--- src/rtl/fetch_pkg.sv ---
// fetch_pkg
// Shared types and constants for the instruction fetch unit.
//   state_t    : fetch controller state encoding
//   INSTR_STEP : byte distance between consecutive instructions
//   NOP        : canonical no-op encoding, available to decode-side logic
package fetch_pkg;

  typedef enum logic [1:0] {
    INIT  = 2'd0,
    FETCH = 2'd1,
    STALL = 2'd2
  } state_t;

  localparam int INSTR_STEP = 4;

  localparam logic [31:0] NOP = 32'h0000_0013;

endpackage

--- src/rtl/fetch_fifo.sv ---
// fetch_fifo
// Synchronous in-order FIFO that buffers {instruction, pc} pairs.
// Ports:
//   clk    : clock, rising edge
//   rst    : synchronous reset, active low
//   push   : write wdata (ignored when full unless popping in the same cycle)
//   pop    : drop the head entry (ignored when empty)
//   clear  : empty the FIFO; wins over push/pop
//   wdata  : entry to write
//   rdata  : head entry (meaningful only when !empty)
//   count  : number of valid entries
//   full   : count == DEPTH
//   empty  : count == 0
module fetch_fifo #(
  parameter int W     = 64,
  parameter int DEPTH = 4
) (
  input  logic                         clk,
  input  logic                         rst,
  input  logic                         push,
  input  logic                         pop,
  input  logic                         clear,
  input  logic [W-1:0]                 wdata,
  output logic [W-1:0]                 rdata,
  output logic [$clog2(DEPTH+1)-1:0]   count,
  output logic                         full,
  output logic                         empty
);

  localparam int AW = $clog2(DEPTH);
  localparam int CW = $clog2(DEPTH+1);

  logic [W-1:0]  mem [DEPTH];
  logic [AW-1:0] wptr;
  logic [AW-1:0] rptr;
  logic          do_push;
  logic          do_pop;

  assign empty   = (count == '0);
  assign full    = (count == CW'(DEPTH));
  assign do_pop  = pop && !empty;
  // A full FIFO may accept a write when the head leaves in the same cycle.
  assign do_push = push && (!full || do_pop);
  assign rdata   = mem[rptr];

  always_ff @(posedge clk) begin
    if (!rst || clear) begin
      wptr  <= '0;
      rptr  <= '0;
      count <= '0;
    end else begin
      if (do_push) wptr <= wptr + 1'b1;
      if (do_pop)  rptr <= rptr + 1'b1;
      case ({do_push, do_pop})
        2'b10:   count <= count + 1'b1;
        2'b01:   count <= count - 1'b1;
        default: ;
      endcase
    end
  end

  always_ff @(posedge clk) begin
    if (rst && !clear && do_push) mem[wptr] <= wdata;
  end

endmodule

--- src/rtl/fetch_queue.sv ---
// fetch_queue
// Instruction fetch unit: owns the PC, issues pipelined reads to instruction
// memory and buffers returned instructions in order for decode.
// Optional feature macro: FETCH_BYPASS_EN (zero-latency bypass of an empty
// queue straight from RDATA to INSTR_OUT).
// Ports:
//   clk, rst          : clock / synchronous active-low reset
//   mem_rdy           : memory accepts the current request
//   valid, RDATA      : in-order read response from memory
//   proc_req, ADDR_OUT: read request and its address; we is tied low
//   redirect,
//   redirect_addr     : one-cycle restart of fetch at a new PC
//   instr_ready       : decode accepts the head instruction
//   instr_valid,
//   INSTR_OUT,
//   instr_pc          : head instruction and its address
//
// state | meaning
// INIT  | first cycle out of reset, no requests
// FETCH | issuing requests while credit allows
// STALL | credit exhausted, proc_req low
module fetch_queue
  import fetch_pkg::*;
#(
  parameter int              BITS       = 32,
  parameter int              DEPTH      = 4,
  parameter int              MAX_OUT    = 2,
  parameter logic [BITS-1:0] RESET_ADDR = '0
) (
  input  logic            clk,
  input  logic            rst,
  input  logic            mem_rdy,
  input  logic            valid,
  input  logic [BITS-1:0] RDATA,
  output logic            proc_req,
  output logic            we,
  output logic [BITS-1:0] ADDR_OUT,
  input  logic            redirect,
  input  logic [BITS-1:0] redirect_addr,
  input  logic            instr_ready,
  output logic            instr_valid,
  output logic [BITS-1:0] INSTR_OUT,
  output logic [BITS-1:0] instr_pc
);

  localparam int              CW      = $clog2(DEPTH+1);
  localparam logic [CW:0]     DEPTH_C = (CW+1)'(DEPTH);
  localparam logic [CW-1:0]   MAX_C   = CW'(MAX_OUT);
  localparam logic [BITS-1:0] STEP    = BITS'(INSTR_STEP);

  state_t          state;
  state_t          state_nx;
  logic [BITS-1:0] pc;
  logic [BITS-1:0] resp_pc;     // address belonging to the next kept response
  logic [CW-1:0]   outstanding;
  logic [CW-1:0]   drop_cnt;
  logic [CW-1:0]   out_nx;
  logic [CW-1:0]   cnt_nx;
  logic [CW-1:0]   fifo_count;
  logic            fifo_full;
  logic            fifo_empty;
  logic [2*BITS-1:0] fifo_rdata;
  logic            accept;
  logic            resp;
  logic            keep;
  logic            bypass;
  logic            push;
  logic            pop;
  logic            credit;
  logic            credit_nx;

  assign we       = 1'b0;
  assign ADDR_OUT = pc;
  assign accept   = proc_req && mem_rdy;
  // Responses with nothing outstanding are not ours to track.
  assign resp     = valid && (outstanding != '0);
  assign keep     = resp && (drop_cnt == '0) && !redirect;

`ifdef FETCH_BYPASS_EN
  assign bypass = keep && fifo_empty;
`else
  assign bypass = 1'b0;
`endif

  assign pop  = !fifo_empty && instr_ready;
  assign push = keep && !(bypass && instr_ready);

  assign instr_valid = !fifo_empty || bypass;
  assign INSTR_OUT   = !fifo_empty ? fifo_rdata[2*BITS-1:BITS] : (bypass ? RDATA   : '0);
  assign instr_pc    = !fifo_empty ? fifo_rdata[BITS-1:0]      : (bypass ? resp_pc : '0);

  // In-flight requests count against queue space so every response has a slot.
  assign credit   = (({1'b0, outstanding} + {1'b0, fifo_count}) < DEPTH_C) && (outstanding < MAX_C);
  assign proc_req = (state == FETCH) && credit;

  always_comb begin
    out_nx = outstanding;
    case ({accept, resp})
      2'b10:   out_nx = outstanding + 1'b1;
      2'b01:   out_nx = outstanding - 1'b1;
      default: ;
    endcase
  end

  always_comb begin
    cnt_nx = fifo_count;
    if (redirect)         cnt_nx = '0;
    else if (push && !pop) cnt_nx = fifo_count + 1'b1;
    else if (!push && pop) cnt_nx = fifo_count - 1'b1;
  end

  // Judging credit on next-cycle counts lets FETCH resume right after a pop.
  assign credit_nx = (({1'b0, out_nx} + {1'b0, cnt_nx}) < DEPTH_C) && (out_nx < MAX_C);

  always_comb begin
    state_nx = state;
    case (state)
      INIT:         state_nx = FETCH;
      FETCH, STALL: state_nx = credit_nx ? FETCH : STALL;
      default:      state_nx = INIT;
    endcase
    if (redirect) state_nx = FETCH;
  end

  always_ff @(posedge clk) begin
    if (!rst) begin
      state       <= INIT;
      pc          <= RESET_ADDR;
      resp_pc     <= RESET_ADDR;
      outstanding <= '0;
      drop_cnt    <= '0;
    end else begin
      state       <= state_nx;
      outstanding <= out_nx;
      if (redirect) begin
        pc       <= redirect_addr;
        resp_pc  <= redirect_addr;
        // Everything still in flight after this edge is stale, including a
        // request accepted in this same cycle.
        drop_cnt <= out_nx;
      end else begin
        if (accept) pc <= pc + STEP;
        if (resp && (drop_cnt != '0)) drop_cnt <= drop_cnt - 1'b1;
        if (keep) resp_pc <= resp_pc + STEP;
      end
    end
  end

  fetch_fifo #(
    .W     (2*BITS),
    .DEPTH (DEPTH)
  ) u_fifo (
    .clk   (clk),
    .rst   (rst),
    .push  (push),
    .pop   (pop),
    .clear (redirect),
    .wdata ({RDATA, resp_pc}),
    .rdata (fifo_rdata),
    .count (fifo_count),
    .full  (fifo_full),
    .empty (fifo_empty)
  );

  resp_orphan: assert property (@(posedge clk) disable iff (!rst)
    !(valid && (outstanding == '0)));

  queue_overflow: assert property (@(posedge clk) disable iff (!rst)
    !(push && fifo_full && !pop));

endmodule

--- config.mk ---
export PLATFORM = sky130hd
export DESIGN_NAME = fetch_queue
export DESIGN_NICKNAME = d
export VERILOG_FILES = /design/src/rtl/fetch_pkg.sv /design/src/rtl/fetch_fifo.sv /design/src/rtl/fetch_queue.sv
export SDC_FILE = /design/constraint.sdc
export NUM_CORES = 1
export LEC_CHECK = 0
export CAP_MARGIN = 20
export CORE_MARGIN = 4
export CORE_UTILIZATION = 63
export CTS_CLUSTER_SIZE = 20
export DETAILED_ROUTE_END_ITERATION = 12
export DONT_BUFFER_PORTS = 1
export GPL_ROUTABILITY_DRIVEN = 0
export HOLD_SLACK_MARGIN = 0.05
export PLACE_DENSITY = 0.89
export SETUP_SLACK_MARGIN = 0.05
export SYNTH_ARGS = -nofsm -noshare
export SYNTH_HDL_FRONTEND = slang
export SYNTH_SLANG_ARGS = --single-unit
--- constraint.sdc ---
create_clock -name clk -period 4.7 [get_ports clk]
set_clock_uncertainty 0.05 [all_clocks]
set_input_delay 0.235 -clock clk [delete_from_list [all_inputs] [get_ports clk]]
set_output_delay 0.235 -clock clk [all_outputs]
set_load 0.03 [all_outputs]
-- After elaboration in Yosys (flattened, before gate mapping)
Memory sizes are Yosys's and may differ from the RTL's. A register that Yosys moved wholly into a read port is not among the register bits.
Cells that the tools add are included.
Widths: inputs -> output; s select.
- bits in registers: 79
- RAM bits: 256
- memories: 1
- add/subtract/negate cells: 11
- magnitude comparators: 4
- equal/unequal tests: 7
- muxes and demuxes: 20
- bitwise logic cells: 1
- reductions and logical operators: 34
- memory list (name ; words ; width ; read ports ; clocked after memory_dff ; wr ports ; line ; RTL):
    u_fifo.mem ; 4 ; 64 ; 1 ; 1 ; 1 ; fetch_fifo.sv:33 ; logic [W-1:0] mem [DEPTH];
- operator list (kind ; count):
    $mux 32 ; 6
    $add 32x3->32 const B ; 2
    $logic_and 1x1->1 ; 15
    $mux 3 ; 5
    $pmux 3 s2 ; 2
    $sub 3x1->3 const B ; 3
    $add 3x3->4 ; 2
    $lt 4x3->1 const B ; 2
    $reduce_bool 2->1 ; 4
    $add 3x1->3 const B ; 2
    $eq 2x1->1 const B ; 3
    $eq 2x2->1 const B ; 3
    $logic_not 1->1 ; 6
    $logic_not 3->1 ; 2
    $lt 3x2->1 const B ; 2
    $mux 2 ; 3
    $reduce_bool 3->1 ; 2
    $add 2x1->2 const B ; 2
    $pmux 2 s2 ; 1
    $reduce_or 2->1 ; 2
    $eq 3x3->1 const B ; 1
    $mux 1 ; 3
    $logic_not 2->1 ; 1
    $logic_or 1x1->1 ; 2
    $not 1->1 ; 1

-- Longest topological paths before layout
Gate-level depths: netlist (run 1).
- word-level depth: 15
- mapped depth: 18

-- Hierarchy
A second synthesis (run 1) with hierarchy kept.
- cells, all modules: 947
- area total of the unflattened synthesis: 14213.6 um^2
- by module, submodules not included (module ; times used ; cells an instance ; area each (um^2) ; sequential area each (um^2)):
    fetch_fifo ; 1 ; 401 ; 9810.7 ; 7867.5
    fetch_queue ; 1 ; 546 ; 4403.0 ; 1441.4

-- Worst setup path after synthesis (run 1)
No wires, ideal clock.
- path type: register to register
- start point: register outstanding[1]
- end point: register state[1]
- library setup time: 0.116 ns
- data arrival time: 3.163 ns
- data required time: 4.534 ns
- setup slack: 1.370 ns
- cell stages (with the launch flop): 18
- period minus slack after synthesis: 3.330 ns
- cells stage by stage: dfxtp_1 ha_1 nand3_1 and4_1 buf_6 inv_6 buf_2 ha_1 inv_1 fa_1 xor2_1 nor2_1 xnor2_1 inv_1 ha_1 nor4_1 o211ai_1 and4_1
- RTL lines (what ; line ; RTL):
    start: declaration ; fetch_queue.sv:55 ; logic [CW-1:0] outstanding;
    start signal: assignment ; fetch_queue.sv:134 ; outstanding <= out_nx;
    $add 3x3->4 ; fetch_queue.sv:93 ; assign credit = (({1'b0, outstanding} + {1'b0, fifo_count}) < DEPTH_C) && (outstanding < MAX_C);
    $lt 4x3->1 ; fetch_queue.sv:93 ;
    $logic_and 1x1->1 ; fetch_queue.sv:93 ;
    $logic_and 1x1->1 ; fetch_queue.sv:94 ; assign proc_req = (state == FETCH) && credit;
    $logic_and 1x1->1 ; fetch_queue.sv:74 ; assign accept = proc_req && mem_rdy;
    $eq 2x1->1 or $eq 2x2->1 (tied branches) ; fetch_queue.sv:98 ; case ({accept, resp})
    $pmux 3 s2 * ; fetch_queue.sv:98 ;
    via out_nx[2] ; fetch_queue.sv:57 ; logic [CW-1:0] out_nx;
    $add 3x3->4 ; fetch_queue.sv:113 ; assign credit_nx = (({1'b0, out_nx} + {1'b0, cnt_nx}) < DEPTH_C) && (out_nx < MAX_C);
    $lt 4x3->1 ; fetch_queue.sv:113 ;
    $logic_and 1x1->1 * ; fetch_queue.sv:113 ;
    $mux 2 * ; fetch_queue.sv:119 ; FETCH, STALL: state_nx = credit_nx ? FETCH : STALL;
    $pmux 2 s2 * ; fetch_queue.sv:117 ; case (state)
    end signal: assignment ; fetch_queue.sv:133 ; state <= state_nx;
    end: declaration ; fetch_queue.sv:51 ; state_t state;
Mark *: on every way through the listed nets, which the timed path passes. The rest lies on a longest branch.
A chain may end at the register's enable or synchronous reset.

-- Worst setup path in the final report (run 1)
- start point: register u_fifo.count[2]
- end point: register state[1]
- cells in the longest elaborated chain, start to end: 12
- RTL lines (what ; line ; RTL):
    start: declaration ; fetch_fifo.sv:25 ; output logic [$clog2(DEPTH+1)-1:0] count,
    start signal: assignment ; fetch_fifo.sv:55 ; 2'b10: count <= count + 1'b1;
    start signal: assignment ; fetch_fifo.sv:56 ; 2'b01: count <= count - 1'b1;
    $add 3x3->4 * ; fetch_queue.sv:93 ;
    $lt 4x3->1 * ; fetch_queue.sv:93 ;
    $logic_and 1x1->1 * ; fetch_queue.sv:93 ;
    $logic_and 1x1->1 * ; fetch_queue.sv:94 ;
    $logic_and 1x1->1 * ; fetch_queue.sv:74 ;
    $eq 2x1->1 or $eq 2x2->1 (tied branches) ; fetch_queue.sv:98 ;
    $pmux 3 s2 * ; fetch_queue.sv:98 ;
    via out_nx[2] ; fetch_queue.sv:57 ;
    $add 3x3->4 ; fetch_queue.sv:113 ;
    $lt 4x3->1 ; fetch_queue.sv:113 ;
    $logic_and 1x1->1 * ; fetch_queue.sv:113 ;
    $mux 2 * ; fetch_queue.sv:119 ;
    $pmux 2 s2 * ; fetch_queue.sv:117 ;
Marked as above.

==> reports/results.txt, run 1 <==
Status -> complete, no violations
Crit Path Max Fanout -> 28
Share of the yosys chip area belonging to registers -> 0.665
CP Capture Type -> flop
Syn_nets -> 1006
Die height -> 157 um
Power per cell area -> 437 nW/um^2
Min Tclk post-route -> 3.91 ns
Via-per-instance ratio -> 6.14
Worst EP required -> 5.05 ns
Warnings from Yosys -> 0
First-pass GRT wire length -> 45200 um
Largest net degree at the start of global routing -> 100
Die area -> 24700 sq um
CTS tree -> yes
Post-CTS setup buffer count -> 0
RSZ-0062 raised after global routing -> false
Synth unique cells -> 47
Post-synthesis cell count -> 915
Area grow syn2layout -> 14.4%
# hold bufs at CTS -> 68
Reg clk slew, reported paths -> 0.07 ns
CP dominant cell by count -> ha_1
Final worst setup slack -> 0.793 ns
Setup_tns -> 0 ns
Final net count -> 1067
Clock Root Buffer -> clkbuf_16
Synth top area cells -> edfxtp_1 (55%), dfxtp_1 (12%), mux4_2 (10%)
Leakage -> 5.14 nW
Async S/R FF share, synth -> 0
Std-Cell Rows -> 54
Mapped Area -> 14000 sq um
Synth Flop Type -> edfxtp_1
Fin crit share -> 0.831
Total CTS buffers -> 34
Fillers -> 1282
Vias in the first global route -> 8166
Register bit total from synthesis -> 337
Final setup viols -> 0
GRT Resource Usage Total -> 0.236
ANT cells -> 0
CTS resizes -> 0
PortBufs -> 0
CP Cell Sequence -> ha_1, nor4b_2, and4_1, inv_6, ha_1, inv_1, fa_1, xor2_1, nor2_1, xnor2_1, inv_1, ha_1, nor4_1, o211ai_1, and4_1
WS Path Type -> reg -> reg
Final Hold Fails -> 0
Crit-path slowest cell -> and4_1
Chip width -> 157 um
CP arrival -> 4.26 ns
Worst-Margin Slew -> 1.00 ns
Critical path buffers and inverters -> 3
Fmax -> 0.256 GHz
Synth top area share -> 0.549
Core area -> 21800 sq um
Starting Density -> 0.642
Drt wl/cell -> 22.3 um
Final ANT Viol Nets -> 0
Delay-heaviest family, CP -> simple AND/OR/NAND/NOR gates
DRC -> 0
Final Util -> 0.734
Max_slew headroom -> 0.332
Placed wire-length estimate -> 16200 um
Commonest cells in the netlist -> edfxtp_1 (256), dfxtp_1 (81), and2_1 (74), mux4_2 (64), a21oi_1 (59)
Critical path's largest stage delay -> 0.45 ns
Gr ovfl total -> 0
Hold/Removal Path Class -> in -> reg
CTS Sinks -> 337
Max-Cap Viols -> 0
Final WL -> 28700 um
I/O pin cnt -> 169
Worst-Skew Late Latency -> 0.51 ns
Place WS -> 0.954 ns
Max clock buf depth -> 3
Drt first pass iters -> 6
Peak VDD IR -> 0.446 mV
Post-synth EDFFs -> 256
H-Tree Depth -> 2
Cell with the most instances after synthesis -> edfxtp_1
Final Max Tran Viols -> 0
Antenna violations before repair -> 0
DR iter-0 viols -> 607
Syn_area_per_cell -> 15.3 sq um
Cell type with the largest total area after synthesis -> edfxtp_1
Via Count -> 7873
Layout cells sized above 1 -> 0.143
Worst setup SP type -> flop
==> final timing paths <==
path         cells past startpoint  slack [ns]                 to       startpoint
min                              4        0.12     u_fifo.wptr[0]      instr_ready
max                             15        0.79           state[1]  u_fifo.count[2]
min reg2reg                      0        0.49  u_fifo.mem[2][30]      resp_pc[30]
max reg2reg                     15        0.79           state[1]  u_fifo.count[2]
==> worst register-to-register path: cells and delay by family, from the launching register on <==
kind | cells | cell delay (ns)
XOR/XNOR | 2 | 0.50
AO/OA/AOI/OAI | 1 | 0.16
buffers and inverters | 3 | 0.35
flip-flops | 1 | 0.43
AND/OR/NAND/NOR | 5 | 1.26
adder cells (fa/ha/maj) | 4 | 1.03
==> cells by family after synthesis <==
family,after synthesis,share of synthesized area
compound gates,108,0.0415
other cells,1,0.000268
mux,67,0.105
fa+ha+maj,21,0.0193
xor+xnor,69,0.0441
simple gates,234,0.100
buf+inv,78,0.0244
flops,337,0.665
==> layout make-up <==
cell class / count / area (sq um) / share of cell area
multi-input combinational: 500 / 4360 / 0.272
inverter: 30 / 118 / 0.00734
sequential: 337 / 9310 / 0.582
tap: 280 / 350 / 0.0219
clock buffer: 45 / 987 / 0.0616
clock inverter: 17 / 155 / 0.00969
timing repair buffer: 73 / 728 / 0.0455
==> sequential cells by signal, summed over array words and instances, names as in the netlist, named ones only <==
name          cells
resp_pc          32
drop_cnt          3
state             2
u_fifo.wptr       2
u_fifo.mem      256
outstanding       3
u_fifo.count      3
ADDR_OUT         32
u_fifo.rptr       2
==> per-stage QoR <==
stage / std cells / power, mW / hold slack [ns] / area, sq um
after global routing: 1282 / 7.28 / 0.160 / 16000
after CTS: 1282 / 7.03 / 0.0967 / 16000
after global placement: 1152 / 4.24 / 0.284 / 14200
after detailed placement: 1152 / 4.27 / 0.284 / 14200
after floorplan: 915 / 4.16 / 0.284 / 14000
final: 1282 / 7.00 / 0.125 / 16000
==> where the power goes <==
part	switching (mW)	internal (mW)	leakage [nW]	total [mW]
clock network	1.10	1.60	0.543	2.71
logic	0.535	0.292	1.60	0.827
registers	0.151	3.31	2.99	3.46
==> placed cells by master, fill, tap and decap left out, types with 7 or more instances in the layout <==
| master | n |
|---|---|
| edfxtp_1 | 256 |
| dfxtp_1 | 79 |
| and2_1 | 70 |
| dlygate4sd3_1 | 67 |
| mux4_2 | 64 |
| a21oi_1 | 59 |
| xnor2_1 | 57 |
| nand2_1 | 39 |
| clkbuf_16 | 38 |
| o21ai_0 | 33 |
| inv_1 | 27 |
| nand3_1 | 25 |
| nor4_1 | 21 |
| ha_1 | 20 |
| nor3_1 | 18 |
| nor2_1 | 15 |
| xor2_1 | 11 |
| and4_1 | 11 |
| nand4_1 | 7 |
==> layer usage <==
metal	vias to the layer above	global-route usage	wire length [um]
li1	3580	-	-
met1	3918	0.315	11400
met2	320	0.398	14500
met3	55	0.0509	2180
met4	0	0.0692	625
met5	-	0	0
(Power assumes the default switching activity.)
==> run 2, diff against run 1 <==
- CORE_UTILIZATION: 63 -> 57
- PLACE_DENSITY: 0.89 -> 0.85
- clock period: 4.7 -> 3.4 ns (I/O delays scaled with it)
==> reports/results.txt, run 2 (synthesis gave the netlist of run 1 again) <==
DRC -> 0 (unchanged)
CTS Sinks -> 337 (unchanged)
CTS tree -> yes (unchanged)
RSZ-0062 raised after global routing -> false (unchanged)
CP arrival -> 3.40 ns (was 4.26 ns)
Die height -> 165 um (was 157 um)
# placed instances -> 1211 (was 1152)
PortBufs -> 0 (unchanged)
Peak VDD IR -> 0.490 mV (was 0.446 mV)
CP Cell Sequence -> ha_1, nand3_1, and4_4, inv_6, ha_1, inv_1, fa_1, xor2_1, nor2_1, xnor2_1, inv_1, ha_1, nor4_2, o211ai_1, and4_1 (was ha_1, nor4b_2, and4_1, inv_6, ha_1, inv_1, fa_1, xor2_1, nor2_1, xnor2_1, inv_1, ha_1, nor4_1, o211ai_1, and4_1)
Antenna violations before repair -> 0 (unchanged)
Hold/Removal Path Class -> in -> reg (unchanged)
Core area -> 24200 sq um (was 21800 sq um)
Starting Density -> 0.577 (was 0.642)
Hold WS -> 0.0968 ns (was 0.125 ns)
Top sig layer -> met4 (unchanged)
Via-per-instance ratio -> 5.87 (was 6.14)
Worst-Margin Slew -> 0.958 ns (was 1.00 ns)
ANT cells -> 0 (unchanged)
Placed wire-length estimate -> 17500 um (was 16200 um)
I/O pin cnt -> 169 (unchanged)
Final ANT Viol Nets -> 0 (unchanged)
Max reg flops -> 256 (unchanged)
Fin crit share -> 0.899 (was 0.831)
Final WL -> 28000 um (was 28700 um)
Drt wl/cell -> 20.8 um (was 22.3 um)
Clock Root Buffer -> clkbuf_16 (unchanged)
Max-Cap Viols -> 0 (unchanged)
H-Tree Depth -> 2 (unchanged)
Setup_tns -> 0 ns (unchanged)
CP Capture Type -> flop (unchanged)
FF-to-FF setup slack -> 0.34 ns (was 0.79 ns)
Max_slew headroom -> 0.361 (was 0.332)
Worst-Skew Late Latency -> 0.50 ns (was 0.51 ns)
Power per cell area -> 597 nW/um^2 (was 437 nW/um^2)
Crit-path slowest cell -> fa_1 (was and4_1)
Met3 wire len -> 1880 um (was 2180 um)
Critical path's largest stage delay -> 0.37 ns (was 0.45 ns)
Final Hold Fails -> 0 (unchanged)
First-pass GRT wire length -> 44700 um (was 45200 um)
Worst setup SP type -> flop (unchanged)
R2r worst-path depth -> 15 (unchanged)
Worst EP required -> 3.74 ns (was 5.05 ns)
Layout cells sized above 1 -> 0.159 (was 0.143)
Chip width -> 165 um (was 157 um)
Place WS -> 0.117 ns (was 0.954 ns)
Fmax -> 0.327 GHz (was 0.256 GHz)
Met2 wire length -> 13800 um (was 14500 um)
CP dominant cell by count -> ha_1 (unchanged)
Post-CTS setup buffer count -> 0 (unchanged)
Non-filler cells, final -> 1345 (was 1282)
Area grow syn2layout -> 16.8% (was 14.4%)
Final setup viols -> 0 (unchanged)
Pwr Total -> 9.77 mW (was 7.00 mW)
Final Max Tran Viols -> 0 (unchanged)
Via Count -> 7900 (was 7873)
Total CTS buffers -> 36 (was 34)
Final net count -> 1086 (was 1067)
Final worst setup slack -> 0.342 ns (was 0.793 ns)
Reg-to-reg startpoint -> u_fifo.count[1] (was u_fifo.count[2])
Reg with most FFs -> u_fifo.mem (unchanged)
Status -> complete, no violations (unchanged)
WS Path Type -> reg -> reg (unchanged)
Leakage -> 5.29 nW (was 5.14 nW)
Reg clk slew, reported paths -> 0.06 ns (was 0.07 ns)
Worst setup path end -> state[1] (unchanged)
Origin of the worst setup path -> u_fifo.count[1] (was u_fifo.count[2])
Reg-to-Reg End -> state[1] (unchanged)
Wl on met1 -> 11900 um (was 11400 um)
Max clock buf depth -> 3 (unchanged)
Most common cell after layout, fill and taps aside -> edfxtp_1 (unchanged)
Min Tclk post-route -> 3.06 ns (was 3.91 ns)
GRT Resource Usage Total -> 0.211 (was 0.236)
Gr ovfl total -> 0 (unchanged)
Largest net degree at the start of global routing -> 100 (unchanged)
Drt first pass iters -> 5 (was 6)
Std-Cell Rows -> 57 (was 54)
DR iter-0 viols -> 477 (was 607)
Most frequent cells in the layout -> edfxtp_1 (256), dfxtp_1 (77), and2_1 (70) (was edfxtp_1 (256), dfxtp_1 (79), and2_1 (70))
Vias in the first global route -> 8226 (was 8166)
Die area -> 27100 sq um (was 24700 sq um)
Crit Path Max Fanout -> 4 (was 28)
[run 2: cell count changes in the layout (fill, tap and decap cells not counted), sizes merged]
cell	change
inv	-2
bufinv	+1
clkinv	+11
clkbuf	-2
buf	+15
clkinvlp	-6
dlygate4sd3	+2
[run 2: layout make-up]
type	instances	area (sq um)
clock inverter	21	170
tap	324	405
inverter	30	118
sequential	337	9320
timing repair buffer	90	973
clock buffer	43	978
multi-input combinational	500	4390
fill	1615	7890
[run 2: per-layer routing]
| layer | global-route usage | vias up |
|---|---|---|
| li1 | - | 3634 |
| met3 | 0.0457 | 39 |
| met2 | 0.350 | 243 |
| met1 | 0.288 | 3984 |
| met4 | 0.0552 | 0 |
| met5 | 0 | - |
[run 2: what timing repair did]
action	in CTS	in global routing
endpoints found under the setup margin	0	2
resized for setup	0	7
endpoints found under the hold margin	209	0
hold buffers	70	0
[run 2: worst min-delay path by stage]
| stage | slack (ns) | end | from | cells after the start |
|---|---|---|---|---|
| 2_1_floorplan | 0.22 | u_fifo.mem[0][32] | RDATA[0] | 0 |
| 3_3_place_gp | 0.22 | u_fifo.mem[0][50] | RDATA[18] | 0 |
| 3_5_place_dp | 0.22 | u_fifo.mem[3][53] | RDATA[21] | 0 |
| 4_1_cts | 0.08 | u_fifo.wptr[0] | instr_ready | 4 |
| 5_1_grt | 0.17 | u_fifo.wptr[1] | instr_ready | 4 |
| 6_report | 0.1 | u_fifo.wptr[0] | instr_ready | 4 |
[run 2: through the flow]
step / util / area (sq um)
final: 0.675 / 16400
after global routing: 0.675 / 16400
after CTS: 0.673 / 16300
after detailed placement: 0.597 / 14500
after global placement: 0.597 / 14500
after floorplan: - / 14000
[run 2: power breakdown]
group          switching, mW  total [mW]  internal [mW]
logic                  0.749        1.23          0.482
clock network           1.48        3.75           2.27
registers              0.206        4.79           4.58
total                   2.43        9.77           7.33
[run 2: critical path, delay by kind of cell (launching register included)]
kind / cells / cell delay, ns
AOI/OAI and AO/OA: 1 / 0.13
xor gates and xnor gates: 2 / 0.30
adders and majority gates: 4 / 1.03
buffers and inverters: 3 / 0.18
DFF: 1 / 0.35
and+or+nand+nor: 5 / 0.91
==> run 3, diff against run 2 <==
- CORE_ASPECT_RATIO: default -> 1.2
==> reports/results.txt, run 3 (synthesis gave the netlist of run 1 again) <==
Status -> complete, no violations (unchanged)
Starting Density -> 0.582 (was 0.577)
DRC -> 0 (unchanged)
Reg-to-reg startpoint -> outstanding[2] (was u_fifo.count[1])
Die area -> 27100 sq um (about the same)
Power per cell area -> 589 nW/um^2 (was 597 nW/um^2)
CTS tree -> yes (unchanged)
I/O pin cnt -> 169 (unchanged)
# placed instances -> 1207 (was 1211)
Worst-Skew Late Latency -> 0.50 ns (about the same)
Fillers -> 1608 (was 1615)
CTS Sinks -> 337 (unchanged)
Crit Path Max Fanout -> 4 (unchanged)
Fmax -> 0.307 GHz (was 0.327 GHz)
Die height -> 180 um (was 165 um)
Area grow syn2layout -> 15.8% (was 16.8%)
Worst EP required -> 3.74 ns (about the same)
Reg clk slew, reported paths -> 0.06 ns (about the same)
Multi-input combinational cell area -> 4400 sq um (was 4390 sq um)
Final ANT Viol Nets -> 0 (unchanged)
Hold path endpoint -> u_fifo.rptr[0] (was u_fifo.wptr[0])
Std-Cell Rows -> 62 (was 57)
Most common cell after layout, fill and taps aside -> edfxtp_1 (unchanged)
First-pass GRT wire length -> 43000 um (was 44700 um)
Hold Crit Start -> instr_ready (unchanged)
Placed wire-length estimate -> 17000 um (was 17500 um)
Gr ovfl total -> 0 (unchanged)
Leakage -> 5.21 nW (was 5.29 nW)
Reg-to-Reg End -> drop_cnt[2] (was state[1])
H-Tree Depth -> 2 (unchanged)
Drt first pass iters -> 4 (was 5)
WHS Path Cells -> 4 (unchanged)
Max clock buf depth -> 3 (unchanged)
Total CTS buffers -> 34 (was 36)
Layout cells sized above 1 -> 0.154 (was 0.159)
WS Path Type -> reg -> reg (unchanged)
Register area -> 9320 sq um (about the same)
Clock Root Buffer -> clkbuf_16 (unchanged)
Core area -> 24000 sq um (was 24200 sq um)
Max reg flops -> 256 (unchanged)
GRT Resource Usage Total -> 0.201 (was 0.211)
Chip width -> 151 um (was 165 um)
Reg with most FFs -> u_fifo.mem (unchanged)
Vias in the first global route -> 8036 (was 8226)
Max_slew headroom -> 0.357 (was 0.361)
DR iter-0 viols -> 401 (was 477)
Antenna violations before repair -> 1 (was 0)
Most frequent cells in the layout -> edfxtp_1 (256), dfxtp_1 (77), and2_1 (70) (unchanged)
Setup_tns -> 0 ns (unchanged)
Peak VDD IR -> 0.455 mV (was 0.490 mV)
Min Tclk post-route -> 3.26 ns (was 3.06 ns)
Fin crit share -> 0.960 (was 0.899)
Max-Cap Viols -> 0 (unchanged)
Final Max Tran Viols -> 0 (unchanged)
FF-to-FF setup slack -> 0.14 ns (was 0.34 ns)
Final WL -> 27300 um (was 28000 um)
Largest net degree at the start of global routing -> 100 (unchanged)
Area after DPL -> 14400 sq um (was 14500 sq um)
Design Area, Final -> 16200 sq um (was 16400 sq um)
RSZ-0062 raised after global routing -> false (unchanged)
Via-per-instance ratio -> 5.80 (was 5.87)
CP Capture Type -> flop (unchanged)
Final Hold Fails -> 0 (unchanged)
Final setup viols -> 0 (unchanged)
Hold/Removal Path Class -> in -> reg (unchanged)
CP arrival -> 3.60 ns (was 3.40 ns)
Drt wl/cell -> 20.4 um (was 20.8 um)
R2r worst-path depth -> 15 (unchanged)
Worst-Margin Slew -> 0.964 ns (was 0.958 ns)
Final net count -> 1083 (was 1086)
PortBufs -> 0 (unchanged)
Worst setup SP type -> flop (unchanged)
Via Count -> 7738 (was 7900)
Non-filler cells, final -> 1335 (was 1345)
[run 3: cell count changes in the layout (fill, tap and decap cells not counted), moves of 3 or more]
cell      previous run  this run
buf_12              10         6
buf_4               11        16
clkbuf_1             3         8
clkbuf_8             3         0
clkinv_1             9         6
clkinv_2            10         2
[run 3: worst max-delay path, stage by stage, from the launching register on]
cell and delay (ns):
dfxtp_4 0.36, ha_4 0.24, nor4b_4 0.28, and4_4 0.29, inv_6 0.03, ha_1 0.20, inv_1 0.08, fa_2 0.19
xor2_1 0.16, nor2_1 0.08, xnor2_1 0.20, buf_4 0.14, buf_4 0.10, nand2_1 0.06, o211a_1 0.13, dlygate4sd3_1 0.55
[run 3: area by class of cell]
class	count	share of cell area
sequential	337	0.575
multi-input combinational	500	0.271
timing repair buffer	89	0.0562
clock buffer	43	0.0559
tap	320	0.0247
clock inverter	15	0.00965
inverter	30	0.00725
antenna	1	0.000154
[run 3: worst max-delay path by stage]
stage	cells after the start	startpoint	endpoint
2_1_floorplan	17	outstanding[1]	state[1]
6_report	15	outstanding[2]	drop_cnt[2]
4_1_cts	15	u_fifo.count[2]	state[1]
3_5_place_dp	15	u_fifo.count[2]	state[1]
3_3_place_gp	15	u_fifo.count[2]	state[1]
5_1_grt	15	outstanding[2]	drop_cnt[2]
[run 3: timing repair]
item                       CTS  global route
setup buffers                0             1
setup endpoints to repair    0             3
gates resized for setup      0            10
hold endpoints to repair   209             0
hold buffers                68             0
[run 3: per-layer routing]
metal | vias to the layer above | part of all wire | GRT usage
li1 | 3614 | - | -
met1 | 3853 | 0.40 | 0.261
met2 | 237 | 0.51 | 0.343
met3 | 34 | 0.069 | 0.0476
met4 | 0 | 0.018 | 0.0526
met5 | - | 0 | 0
[run 3: power by group]
| group | leakage (nW) | total (mW) | switching (mW) | internal [mW] |
|---|---|---|---|---|
| Combinational | 1.70 | 1.22 | 0.748 | 0.475 |
| Sequential | 3.00 | 4.78 | 0.202 | 4.58 |
| Clock | 0.508 | 3.54 | 1.42 | 2.12 |
| Total | 5.21 | 9.54 | 2.37 | 7.17 |
[run 3: through the flow]
stage / setup slack (ns) / hold slack, ns / power, mW / utilization
after floorplan: 0.0704 / 0.219 / 5.75 / -
after global placement: 0.242 / 0.219 / 5.92 / 0.599
after detailed placement: 0.121 / 0.219 / 5.96 / 0.599
after CTS: 0.0812 / 0.0563 / 9.59 / 0.672
after global routing: 0.0404 / 0.119 / 9.96 / 0.674
final: 0.137 / 0.0764 / 9.54 / 0.674
